`config.mk`:
```
export PLATFORM = sky130hd
export DESIGN_NAME = axi_simple_master_flat
export DESIGN_NICKNAME = d
export VERILOG_FILES = /design/src/rtl/axi_simple_master_if.sv /design/src/rtl/axi_simple_master.sv /design/src/flat_wrapper.sv
export SDC_FILE = /design/constraint.sdc
export NUM_CORES = 1
export LEC_CHECK = 0
export CORE_AREA = 2 2 249 251
export DETAILED_ROUTE_END_ITERATION = 12
export DIE_AREA = 0 0 251 253
export GPL_TIMING_DRIVEN = 0
export PLACE_DENSITY = 0.54
export SLEW_MARGIN = 10
export SYNTH_ARGS = -nofsm -noshare
export SYNTH_HDL_FRONTEND = slang
export SYNTH_SLANG_ARGS = --single-unit
```
`constraint.sdc`:
```
create_clock -name clk_i -period 1.5 [get_ports clk_i]
set_clock_uncertainty 0.15 [all_clocks]
set_input_delay 0.375 -clock clk_i [delete_from_list [all_inputs] [get_ports clk_i]]
set_output_delay 0.375 -clock clk_i [all_outputs]
set_load 0.005 [all_outputs]
```
`src/rtl/axi_simple_master_if.sv`:
```
// rtl/axi_simple_master_if.sv - AXI4 bus bundle with master and slave views
interface AXI_BUS #(
    parameter int unsigned AXI_ADDR_WIDTH = 64,
    parameter int unsigned AXI_DATA_WIDTH = 64,
    parameter int unsigned AXI_ID_WIDTH   = 10,
    parameter int unsigned AXI_USER_WIDTH = 10
);
    localparam int unsigned StrbWidth = AXI_DATA_WIDTH / 8;

    logic [AXI_ID_WIDTH-1:0]   aw_id;
    logic [AXI_ADDR_WIDTH-1:0] aw_addr;
    logic [7:0]                aw_len;
    logic [2:0]                aw_size;
    logic [1:0]                aw_burst;
    logic                      aw_lock;
    logic [3:0]                aw_cache;
    logic [2:0]                aw_prot;
    logic [3:0]                aw_qos;
    logic [3:0]                aw_region;
    logic [5:0]                aw_atop;
    logic [AXI_USER_WIDTH-1:0] aw_user;
    logic                      aw_valid;
    logic                      aw_ready;

    logic [AXI_DATA_WIDTH-1:0] w_data;
    logic [StrbWidth-1:0]      w_strb;
    logic                      w_last;
    logic [AXI_USER_WIDTH-1:0] w_user;
    logic                      w_valid;
    logic                      w_ready;

    logic [AXI_ID_WIDTH-1:0]   b_id;
    logic [1:0]                b_resp;
    logic [AXI_USER_WIDTH-1:0] b_user;
    logic                      b_valid;
    logic                      b_ready;

    logic [AXI_ID_WIDTH-1:0]   ar_id;
    logic [AXI_ADDR_WIDTH-1:0] ar_addr;
    logic [7:0]                ar_len;
    logic [2:0]                ar_size;
    logic [1:0]                ar_burst;
    logic                      ar_lock;
    logic [3:0]                ar_cache;
    logic [2:0]                ar_prot;
    logic [3:0]                ar_qos;
    logic [3:0]                ar_region;
    logic [AXI_USER_WIDTH-1:0] ar_user;
    logic                      ar_valid;
    logic                      ar_ready;

    logic [AXI_ID_WIDTH-1:0]   r_id;
    logic [AXI_DATA_WIDTH-1:0] r_data;
    logic [1:0]                r_resp;
    logic                      r_last;
    logic [AXI_USER_WIDTH-1:0] r_user;
    logic                      r_valid;
    logic                      r_ready;

    modport Master (
        output aw_id, aw_addr, aw_len, aw_size, aw_burst, aw_lock, aw_cache, aw_prot,
               aw_qos, aw_region, aw_atop, aw_user, aw_valid,
        input  aw_ready,
        output w_data, w_strb, w_last, w_user, w_valid,
        input  w_ready,
        input  b_id, b_resp, b_user, b_valid,
        output b_ready,
        output ar_id, ar_addr, ar_len, ar_size, ar_burst, ar_lock, ar_cache, ar_prot,
               ar_qos, ar_region, ar_user, ar_valid,
        input  ar_ready,
        input  r_id, r_data, r_resp, r_last, r_user, r_valid,
        output r_ready
    );

    modport Slave (
        input  aw_id, aw_addr, aw_len, aw_size, aw_burst, aw_lock, aw_cache, aw_prot,
               aw_qos, aw_region, aw_atop, aw_user, aw_valid,
        output aw_ready,
        input  w_data, w_strb, w_last, w_user, w_valid,
        output w_ready,
        output b_id, b_resp, b_user, b_valid,
        input  b_ready,
        input  ar_id, ar_addr, ar_len, ar_size, ar_burst, ar_lock, ar_cache, ar_prot,
               ar_qos, ar_region, ar_user, ar_valid,
        output ar_ready,
        output r_id, r_data, r_resp, r_last, r_user, r_valid,
        input  r_ready
    );
endinterface

```
`src/rtl/axi_simple_master.sv`:
```
// rtl/axi_simple_master.sv - single-outstanding one-beat AXI4 initiator behind a req/gnt port
// Optional misaligned-request rejection: AXI_SIMPLE_MASTER_ALIGN_CHECK_EN
module axi_simple_master #(
    parameter int unsigned        AddrWidth = 64,
    parameter int unsigned        DataWidth = 64,
    parameter int unsigned        IdWidth   = 10,
    parameter int unsigned        UserWidth = 10,
    parameter logic [IdWidth-1:0] AxiId     = '0
) (
    input  logic                   clk_i,
    input  logic                   rst_ni,
    input  logic                   req_i,
    input  logic                   we_i,
    input  logic [AddrWidth-1:0]   addr_i,
    input  logic [DataWidth-1:0]   wdata_i,
    input  logic [DataWidth/8-1:0] be_i,
    output logic                   gnt_o,
    output logic                   rvalid_o,
    output logic [DataWidth-1:0]   rdata_o,
    output logic                   err_o,
    AXI_BUS.Master                 axi
);
    localparam int unsigned StrbWidth = DataWidth / 8;
    localparam int unsigned OffWidth  = $clog2(StrbWidth);
    localparam logic [2:0]  AxSize    = 3'(OffWidth);

`ifdef AXI_SIMPLE_MASTER_ALIGN_CHECK_EN
    typedef enum logic [2:0] {IDLE, WRITE, WRESP, READ, RRESP, ERR} state_e;
    logic misaligned;
    assign misaligned = |addr_i[OffWidth-1:0];
`else
    typedef enum logic [2:0] {IDLE, WRITE, WRESP, READ, RRESP} state_e;
`endif

    state_e                 state_q, state_d;
    logic [AddrWidth-1:0]   addr_q, addr_d;
    logic [DataWidth-1:0]   wdata_q, wdata_d;
    logic [StrbWidth-1:0]   be_q, be_d;
    logic                   aw_done_q, aw_done_d;
    logic                   w_done_q, w_done_d;
    logic [DataWidth-1:0]   rdata_q, rdata_d;
    logic                   err_q, err_d;
    logic                   rvalid_q, rvalid_d;
    logic                   gnt, aw_valid, w_valid, b_ready, ar_valid, r_ready;

    always_ff @(posedge clk_i or negedge rst_ni) begin
        if (!rst_ni) begin
            state_q   <= IDLE;
            addr_q    <= '0;
            wdata_q   <= '0;
            be_q      <= '0;
            aw_done_q <= 1'b0;
            w_done_q  <= 1'b0;
            rdata_q   <= '0;
            err_q     <= 1'b0;
            rvalid_q  <= 1'b0;
        end else begin
            state_q   <= state_d;
            addr_q    <= addr_d;
            wdata_q   <= wdata_d;
            be_q      <= be_d;
            aw_done_q <= aw_done_d;
            w_done_q  <= w_done_d;
            rdata_q   <= rdata_d;
            err_q     <= err_d;
            rvalid_q  <= rvalid_d;
        end
    end

    always_comb begin
        state_d   = state_q;
        addr_d    = addr_q;
        wdata_d   = wdata_q;
        be_d      = be_q;
        aw_done_d = aw_done_q;
        w_done_d  = w_done_q;
        rdata_d   = rdata_q;
        err_d     = err_q;
        rvalid_d  = 1'b0;
        gnt       = 1'b0;
        aw_valid  = 1'b0;
        w_valid   = 1'b0;
        b_ready   = 1'b0;
        ar_valid  = 1'b0;
        r_ready   = 1'b0;
        unique case (state_q)
            IDLE: begin
                gnt = req_i;
                if (req_i) begin
                    addr_d    = addr_i;
                    wdata_d   = wdata_i;
                    be_d      = be_i;
                    aw_done_d = 1'b0;
                    w_done_d  = 1'b0;
                    state_d   = we_i ? WRITE : READ;
`ifdef AXI_SIMPLE_MASTER_ALIGN_CHECK_EN
                    // Rejected locally: response is raised straight away, bus stays quiet
                    if (misaligned) begin
                        state_d  = ERR;
                        rvalid_d = 1'b1;
                        err_d    = 1'b1;
                        rdata_d  = '0;
                    end
`endif
                end
            end
            WRITE: begin
                // AW and W complete independently; leave only when both have handshaken
                aw_valid  = !aw_done_q;
                w_valid   = !w_done_q;
                aw_done_d = aw_done_q | axi.aw_ready;
                w_done_d  = w_done_q | axi.w_ready;
                if (aw_done_d && w_done_d) begin
                    state_d = WRESP;
                end
            end
            WRESP: begin
                b_ready = 1'b1;
                if (axi.b_valid) begin
                    err_d    = axi.b_resp[1];
                    rdata_d  = '0;
                    rvalid_d = 1'b1;
                    state_d  = IDLE;
                end
            end
            READ: begin
                ar_valid = 1'b1;
                if (axi.ar_ready) begin
                    state_d = RRESP;
                end
            end
            RRESP: begin
                r_ready = 1'b1;
                if (axi.r_valid) begin
                    rdata_d  = axi.r_data;
                    err_d    = axi.r_resp[1];
                    rvalid_d = 1'b1;
                    state_d  = IDLE;
                end
            end
`ifdef AXI_SIMPLE_MASTER_ALIGN_CHECK_EN
            ERR: begin
                state_d = IDLE;
            end
`endif
            default: begin
                state_d = IDLE;
            end
        endcase
    end

    // Grant is combinational off req_i, so it has to be masked while reset is held
    assign gnt_o    = gnt & rst_ni;
    assign rvalid_o = rvalid_q;
    assign rdata_o  = rdata_q;
    assign err_o    = err_q;

    assign axi.aw_id     = AxiId;
    assign axi.aw_addr   = addr_q;
    assign axi.aw_len    = 8'd0;
    assign axi.aw_size   = AxSize;
    assign axi.aw_burst  = 2'b01;
    assign axi.aw_lock   = 1'b0;
    assign axi.aw_cache  = 4'd0;
    assign axi.aw_prot   = 3'd0;
    assign axi.aw_qos    = 4'd0;
    assign axi.aw_region = 4'd0;
    assign axi.aw_atop   = 6'd0;
    assign axi.aw_user   = '0;
    assign axi.aw_valid  = aw_valid;

    assign axi.w_data    = wdata_q;
    assign axi.w_strb    = be_q;
    assign axi.w_last    = 1'b1;
    assign axi.w_user    = '0;
    assign axi.w_valid   = w_valid;

    assign axi.b_ready   = b_ready;

    assign axi.ar_id     = AxiId;
    assign axi.ar_addr   = addr_q;
    assign axi.ar_len    = 8'd0;
    assign axi.ar_size   = AxSize;
    assign axi.ar_burst  = 2'b01;
    assign axi.ar_lock   = 1'b0;
    assign axi.ar_cache  = 4'd0;
    assign axi.ar_prot   = 3'd0;
    assign axi.ar_qos    = 4'd0;
    assign axi.ar_region = 4'd0;
    assign axi.ar_user   = '0;
    assign axi.ar_valid  = ar_valid;

    assign axi.r_ready   = r_ready;
endmodule

```
`src/flat_wrapper.sv`:
```
// flat-port wrapper written by rule: the top's interface ports become plain ports
module axi_simple_master_flat 
#(
    parameter int unsigned        AddrWidth = 64,
    parameter int unsigned        DataWidth = 64,
    parameter int unsigned        IdWidth   = 10,
    parameter int unsigned        UserWidth = 10,
    parameter logic [IdWidth-1:0] AxiId     = '0
)
  (clk_i, rst_ni, req_i, we_i, addr_i, wdata_i, be_i, gnt_o, rvalid_o, rdata_o, err_o, axi_aw_id, axi_aw_addr, axi_aw_len, axi_aw_size, axi_aw_burst, axi_aw_lock, axi_aw_cache, axi_aw_prot, axi_aw_qos, axi_aw_region, axi_aw_atop, axi_aw_user, axi_aw_valid, axi_aw_ready, axi_w_data, axi_w_strb, axi_w_last, axi_w_user, axi_w_valid, axi_w_ready, axi_b_id, axi_b_resp, axi_b_user, axi_b_valid, axi_b_ready, axi_ar_id, axi_ar_addr, axi_ar_len, axi_ar_size, axi_ar_burst, axi_ar_lock, axi_ar_cache, axi_ar_prot, axi_ar_qos, axi_ar_region, axi_ar_user, axi_ar_valid, axi_ar_ready, axi_r_id, axi_r_data, axi_r_resp, axi_r_last, axi_r_user, axi_r_valid, axi_r_ready);
  AXI_BUS #(.AXI_ADDR_WIDTH(64), .AXI_DATA_WIDTH(64), .AXI_ID_WIDTH(10), .AXI_USER_WIDTH(10)) axi_i ();
  input  logic clk_i;
  input  logic rst_ni;
  input  logic req_i;
  input  logic we_i;
  input  logic [AddrWidth-1:0] addr_i;
  input  logic [DataWidth-1:0] wdata_i;
  input  logic [DataWidth/8-1:0] be_i;
  output logic gnt_o;
  output logic rvalid_o;
  output logic [DataWidth-1:0] rdata_o;
  output logic err_o;
  output wire logic [$bits(axi_i.aw_id)-1:0] axi_aw_id;
  output wire logic [$bits(axi_i.aw_addr)-1:0] axi_aw_addr;
  output wire logic [$bits(axi_i.aw_len)-1:0] axi_aw_len;
  output wire logic [$bits(axi_i.aw_size)-1:0] axi_aw_size;
  output wire logic [$bits(axi_i.aw_burst)-1:0] axi_aw_burst;
  output wire logic [$bits(axi_i.aw_lock)-1:0] axi_aw_lock;
  output wire logic [$bits(axi_i.aw_cache)-1:0] axi_aw_cache;
  output wire logic [$bits(axi_i.aw_prot)-1:0] axi_aw_prot;
  output wire logic [$bits(axi_i.aw_qos)-1:0] axi_aw_qos;
  output wire logic [$bits(axi_i.aw_region)-1:0] axi_aw_region;
  output wire logic [$bits(axi_i.aw_atop)-1:0] axi_aw_atop;
  output wire logic [$bits(axi_i.aw_user)-1:0] axi_aw_user;
  output wire logic [$bits(axi_i.aw_valid)-1:0] axi_aw_valid;
  input wire logic [$bits(axi_i.aw_ready)-1:0] axi_aw_ready;
  output wire logic [$bits(axi_i.w_data)-1:0] axi_w_data;
  output wire logic [$bits(axi_i.w_strb)-1:0] axi_w_strb;
  output wire logic [$bits(axi_i.w_last)-1:0] axi_w_last;
  output wire logic [$bits(axi_i.w_user)-1:0] axi_w_user;
  output wire logic [$bits(axi_i.w_valid)-1:0] axi_w_valid;
  input wire logic [$bits(axi_i.w_ready)-1:0] axi_w_ready;
  input wire logic [$bits(axi_i.b_id)-1:0] axi_b_id;
  input wire logic [$bits(axi_i.b_resp)-1:0] axi_b_resp;
  input wire logic [$bits(axi_i.b_user)-1:0] axi_b_user;
  input wire logic [$bits(axi_i.b_valid)-1:0] axi_b_valid;
  output wire logic [$bits(axi_i.b_ready)-1:0] axi_b_ready;
  output wire logic [$bits(axi_i.ar_id)-1:0] axi_ar_id;
  output wire logic [$bits(axi_i.ar_addr)-1:0] axi_ar_addr;
  output wire logic [$bits(axi_i.ar_len)-1:0] axi_ar_len;
  output wire logic [$bits(axi_i.ar_size)-1:0] axi_ar_size;
  output wire logic [$bits(axi_i.ar_burst)-1:0] axi_ar_burst;
  output wire logic [$bits(axi_i.ar_lock)-1:0] axi_ar_lock;
  output wire logic [$bits(axi_i.ar_cache)-1:0] axi_ar_cache;
  output wire logic [$bits(axi_i.ar_prot)-1:0] axi_ar_prot;
  output wire logic [$bits(axi_i.ar_qos)-1:0] axi_ar_qos;
  output wire logic [$bits(axi_i.ar_region)-1:0] axi_ar_region;
  output wire logic [$bits(axi_i.ar_user)-1:0] axi_ar_user;
  output wire logic [$bits(axi_i.ar_valid)-1:0] axi_ar_valid;
  input wire logic [$bits(axi_i.ar_ready)-1:0] axi_ar_ready;
  input wire logic [$bits(axi_i.r_id)-1:0] axi_r_id;
  input wire logic [$bits(axi_i.r_data)-1:0] axi_r_data;
  input wire logic [$bits(axi_i.r_resp)-1:0] axi_r_resp;
  input wire logic [$bits(axi_i.r_last)-1:0] axi_r_last;
  input wire logic [$bits(axi_i.r_user)-1:0] axi_r_user;
  input wire logic [$bits(axi_i.r_valid)-1:0] axi_r_valid;
  output wire logic [$bits(axi_i.r_ready)-1:0] axi_r_ready;
  assign axi_aw_id = axi_i.aw_id;
  assign axi_aw_addr = axi_i.aw_addr;
  assign axi_aw_len = axi_i.aw_len;
  assign axi_aw_size = axi_i.aw_size;
  assign axi_aw_burst = axi_i.aw_burst;
  assign axi_aw_lock = axi_i.aw_lock;
  assign axi_aw_cache = axi_i.aw_cache;
  assign axi_aw_prot = axi_i.aw_prot;
  assign axi_aw_qos = axi_i.aw_qos;
  assign axi_aw_region = axi_i.aw_region;
  assign axi_aw_atop = axi_i.aw_atop;
  assign axi_aw_user = axi_i.aw_user;
  assign axi_aw_valid = axi_i.aw_valid;
  assign axi_i.aw_ready = axi_aw_ready;
  assign axi_w_data = axi_i.w_data;
  assign axi_w_strb = axi_i.w_strb;
  assign axi_w_last = axi_i.w_last;
  assign axi_w_user = axi_i.w_user;
  assign axi_w_valid = axi_i.w_valid;
  assign axi_i.w_ready = axi_w_ready;
  assign axi_i.b_id = axi_b_id;
  assign axi_i.b_resp = axi_b_resp;
  assign axi_i.b_user = axi_b_user;
  assign axi_i.b_valid = axi_b_valid;
  assign axi_b_ready = axi_i.b_ready;
  assign axi_ar_id = axi_i.ar_id;
  assign axi_ar_addr = axi_i.ar_addr;
  assign axi_ar_len = axi_i.ar_len;
  assign axi_ar_size = axi_i.ar_size;
  assign axi_ar_burst = axi_i.ar_burst;
  assign axi_ar_lock = axi_i.ar_lock;
  assign axi_ar_cache = axi_i.ar_cache;
  assign axi_ar_prot = axi_i.ar_prot;
  assign axi_ar_qos = axi_i.ar_qos;
  assign axi_ar_region = axi_i.ar_region;
  assign axi_ar_user = axi_i.ar_user;
  assign axi_ar_valid = axi_i.ar_valid;
  assign axi_i.ar_ready = axi_ar_ready;
  assign axi_i.r_id = axi_r_id;
  assign axi_i.r_data = axi_r_data;
  assign axi_i.r_resp = axi_r_resp;
  assign axi_i.r_last = axi_r_last;
  assign axi_i.r_user = axi_r_user;
  assign axi_i.r_valid = axi_r_valid;
  assign axi_r_ready = axi_i.r_ready;
  axi_simple_master #(.AddrWidth(AddrWidth), .DataWidth(DataWidth), .IdWidth(IdWidth), .UserWidth(UserWidth), .AxiId(AxiId)) u_core (.clk_i(clk_i), .rst_ni(rst_ni), .req_i(req_i), .we_i(we_i), .addr_i(addr_i), .wdata_i(wdata_i), .be_i(be_i), .gnt_o(gnt_o), .rvalid_o(rvalid_o), .rdata_o(rdata_o), .err_o(err_o), .axi(axi_i));
endmodule
```
======== Yosys cells after proc, flatten, opt, wreduce, memory -nomap -nowiden ========
Index checks and enable logic that the tools add are counted.
W data, S select, Z words.
word-level totals
  bits in registers ....................... 207
  input bits .............................. 254
  output and inout port bits .............. 387
  word-level logic and storage cells ...... 56
cells by class
  equality and inequality tests ........... 9
  muxes and demuxes ....................... 25
  bitwise gates (word level) .............. 3
  reduce and logical (&&, ||, !) cells .... 10
operator list
  operator              number
  $mux W64              2
  $pmux W64 S2          1
  $mux W3               5
  $pmux W3 S5           1
  $mux W1               11
  $ne A2 B2 Y1 const B  4
  $pmux W1 S2           4
  $eq A3 B2 Y1 const B  2
  $reduce_and A5 Y1     1
  $reduce_and A2 Y1     2
  $reduce_bool A2 Y1    2
  $eq A3 B1 Y1 const B  1
  $eq A3 B3 Y1 const B  1
  $logic_not A3 Y1      1
  $reduce_and A3 Y1     1
  $logic_not A1 Y1      2
  $mux W2               1
  $ne A2 B1 Y1 const B  1
  $or A1 B1 Y1          2
  $and A1 B1 Y1         1
  $logic_and A1 B1 Y1   1

======== Logic depth before layout (Yosys ltp) ========
  depth in word-level cells ............... 4
  mapped depth ............................ 6

======== Worst setup path before layout ========
OpenSTA, ideal clock, no wires.
  path kind ............................... reg2out
  from .................................... reg u_core.state_q[0]
  to ...................................... out gnt_o
  data arrival time ....................... 1.145 ns
  data required time ...................... 0.975 ns
  setup slack ............................. -0.170 ns
  stages on the path, launching flop included .. 5
  path through ............................ dfrtp_1 -> buf_2 -> nor4b_2 -> buf_2 -> and2_1
between the ends
  longest elaborated chain between the ends .. 3
RTL lines
  what                    line                      RTL
  start, declared         axi_simple_master.sv:35   state_e state_q, state_d;
  start signal, assigned  axi_simple_master.sv:58   state_q <= state_d;
  $logic_not A3 Y1        axi_simple_master.sv:86   unique case (state_q)
  $mux W1                 axi_simple_master.sv:86
  $and A1 B1 Y1           axi_simple_master.sv:153  assign gnt_o = gnt & rst_ni;
  end, declared           flat_wrapper.sv:19        output logic gnt_o;
No other way between the ends.

======== Worst setup path after layout ========
  from .................................... reg u_core.state_q[1]
  to ...................................... out gnt_o
The elaborated chain is that of the path after synthesis.

==> flow_summary.yaml <==
synthesis:
  syn_inst: 1067
  yosysWarnings: 0
  async_flop_share_pct: 100
  synth_area_sq_mm: 0.00978
  yosysMostFrequentCell: "nand2_1"
  ys_top_cells_by_count: "476 x nand2_1, 207 x dfrtp_1, 186 x buf_4"
  synthTopCellsByArea: "dfrtp_1 53%, nand2_1 18%, buf_4 14%"
  yosysSeqAreaShare_pct: 53.0
  avgSynthCellArea_sq_um: 9.16
  synth_edf_count: 0
  synth_seq_cells: 207
  ys.flop_type: "dfrtp_1"
  synth.distinct_cells: 26
  yosysTopAreaCellShare_pct: 53.0
  synth.largest_area_cell: "dfrtp_1"
cts:
  cts_buffer_depth: 3
  cts_buffers: 27
  cts_sinks: 207
  cts_root_buffer: "clkbuf_16"
  worstSkewPairLatency_ns: 0.55
  clk_pin_slew_ns: 0.06
  htreeDepth: 1
  cts_tree: "done"
sta:
  setup_viol: 477
  fin_ws_ns: -0.816
  tightest_slew_ns: 0.603
  slew_headroom_pct: 59.8
  tns_ns: -173.44
  drv_slew: 0
  period_share_pct: 154
  fmax_mhz: 432
  finalHoldViolations: 69
  fin_crit_ns: 2.32
  fin_hold_ws_ns: -0.391
  rsz0062_at_grt: "true"
finish:
  stdcell_area_sq_mm: 0.0198
  final_cells: 2741
  final_nets: 2184
  synthToLayoutAreaGrowth_pct: 102
  fill_cells: 6287
  layout-drive-gt1-share_pct: 43.6
status:
  violations: "negative hold slack, negative setup slack"
  status: "finished, violations left"
drt:
  wl_per_cell_microns: 15.4
  drtIter0Drc: 341
  vias: 9709
  ant_nets: 0
  route.detailed.drc: 0
  drt_wl_total_microns: 42200
  first_pass_iters: 4
  viasPerCell: 3.54
grt:
  antenna_found_initial: 4
  grt.overflow.total: 0
  track_usage_pct: 12.1
  grt_max_degree: 74
  grt_first_pass_wirelength_microns: 59100
  grt_pass1_vias: 9595
die:
  die_h_microns: 253
  core_sq_mm: 0.0610
  die_area_sq_mm: 0.0635
  die_w_microns: 251
  num_rows: 91
  initial_utilization_pct: 16.0
  pin_count: 641
power_and_ir_drop:
  p_per_area_mw_per_mm2: 1830
  p_clk_share_pct: 19.4
  irDropWorstVdd_mv: 0.894
  leakagePower_nw: 10.3
  total_power_mw: 36.3
  pwr-share-seq_pct: 25.5
  p_sw_share_pct: 32.4
  power_switching_mw: 11.7
  p_int_mw: 24.5
  comb_power_share_pct: 55.1
hold_path:
  hp-class: "primary input to async pin"
critical_path:
  cp.arrival_ns: 1.79
  rr_worst_depth: 10
  path_class: "register to primary output"
  worst_setup_path_start_kind: "register"
  required_ns: 0.97
  cp_max_fo: 4
  cp-end-kind: "primary output"
placed_design:
  dp_hpwl_microns: 28200
  io_buffers: 482
  placed_cells: 2454
  place.gp.congestion: 0.796
  placed_area_sq_mm: 0.0161
job:
  max_cap_violations: 0
## placed cells by master, fill, tap and decap left out, types with 14 or more instances in the layout
| master | instances |
|---|---|
| clkbuf_2 | 14 |
| buf_6 | 246 |
| buf_8 | 24 |
| clkdlybuf4s50_1 | 209 |
| mux2i_1 | 64 |
| buf_2 | 165 |
| dfrtp_1 | 202 |
| inv_1 | 65 |
| buf_12 | 25 |
| buf_4 | 239 |
| conb_1 | 115 |
| nand2_1 | 429 |
| clkbuf_16 | 36 |
| nand2_2 | 45 |
## repair_timing
action                                  4_1_cts  5_1_grt
cloned                                       20        9
endpoints found under the setup margin      477      477
endpoints found under the hold margin        69       69
gates resized for setup                    1263      235
buffers inserted                            170      115
pin swaps                                     3       15
## registers in the layout (all words and copies together) (netlist names)
signal	count
u_core.state_q	3
u_core.err_o	1
u_core.axi.ar_addr	64
u_core.aw_done_q	1
u_core.rdata_o	64
u_core.axi.w_data	64
u_core.axi.w_strb	8
u_core.rvalid_o	1
u_core.w_done_q	1
## final timing paths
path | start | end | slack, ns
worst min register to register | u_core.axi.w_data[8] | u_core.axi.w_data[8] | 0.31
worst min-delay path | rst_ni | u_core.rdata_o[38] | -0.39
worst max-delay path | u_core.state_q[1] | gnt_o | -0.82
worst max register to register | u_core.state_q[1] | u_core.axi.w_data[6] | -0.80
min in group clk_i | be_i[2] | u_core.axi.w_strb[2] | 0.18
max in group asynchronous | rst_ni | u_core.axi.ar_addr[12] | 0.41
## kinds of logic (layout without fill, tap and decap cells)
logic type	count (synthesis)	after routing	share of synthesized area, %
buf+inv	292	1062	20.0
mux	67	67	6.88
simple gates	489	489	19.3
other cells	2	116	0.0768
flops	207	207	53.0
compound gates	10	10	0.742
## routing by layer
layer  part of all wire [%]  GRT usage (%)  routed length (microns)
met1                     39           14.1                    16500
met2                     52           21.9                    21900
met4                    2.4           3.88                     1010
met3                    6.6           2.87                     2770
met5                   0.11              0                       46
## power by group through the flow
stage / Combinational (mW) / Clock, mW / Sequential, mW
floorplan: 5.38 / 0 / 9.27
global placement: 13.7 / 0 / 9.36
detailed placement: 13.8 / 0 / 9.42
CTS: 17.7 / 7.26 / 9.13
global route: 21.4 / 7.55 / 9.48
finish: 20.0 / 7.02 / 9.25
## stage by stage
stage,util [%],worst slack [ns]
3_5_place_dp,26.4,-1.51
6_report,32.4,-0.816
5_1_grt,32.4,-0.934
3_3_place_gp,26.3,-9.92
2_1_floorplan,-,-0.133
4_1_cts,30.7,-0.880
## critical path, cell delays in order, from the launching register on
cell	delay, ns
dfrtp_1	0.40
buf_6	0.14
nor4b_4	0.32
buf_6	0.16
and2_4	0.14
buf_6	0.09
## area by class of cell
class | instances | area, sq um | area share (%)
antenna | 1 | 2.50 | 0.0127
tap | 790 | 988 | 5.00
multi-input combinational | 681 | 3280 | 16.6
clock inverter | 10 | 161 | 0.816
sequential | 207 | 5190 | 26.2
inverter | 66 | 248 | 1.25
buffer | 192 | 1820 | 9.20
timing repair buffer | 755 | 7290 | 36.9
clock buffer | 39 | 791 | 4.00
No activity file was read; power rests on OpenSTA's default activity.
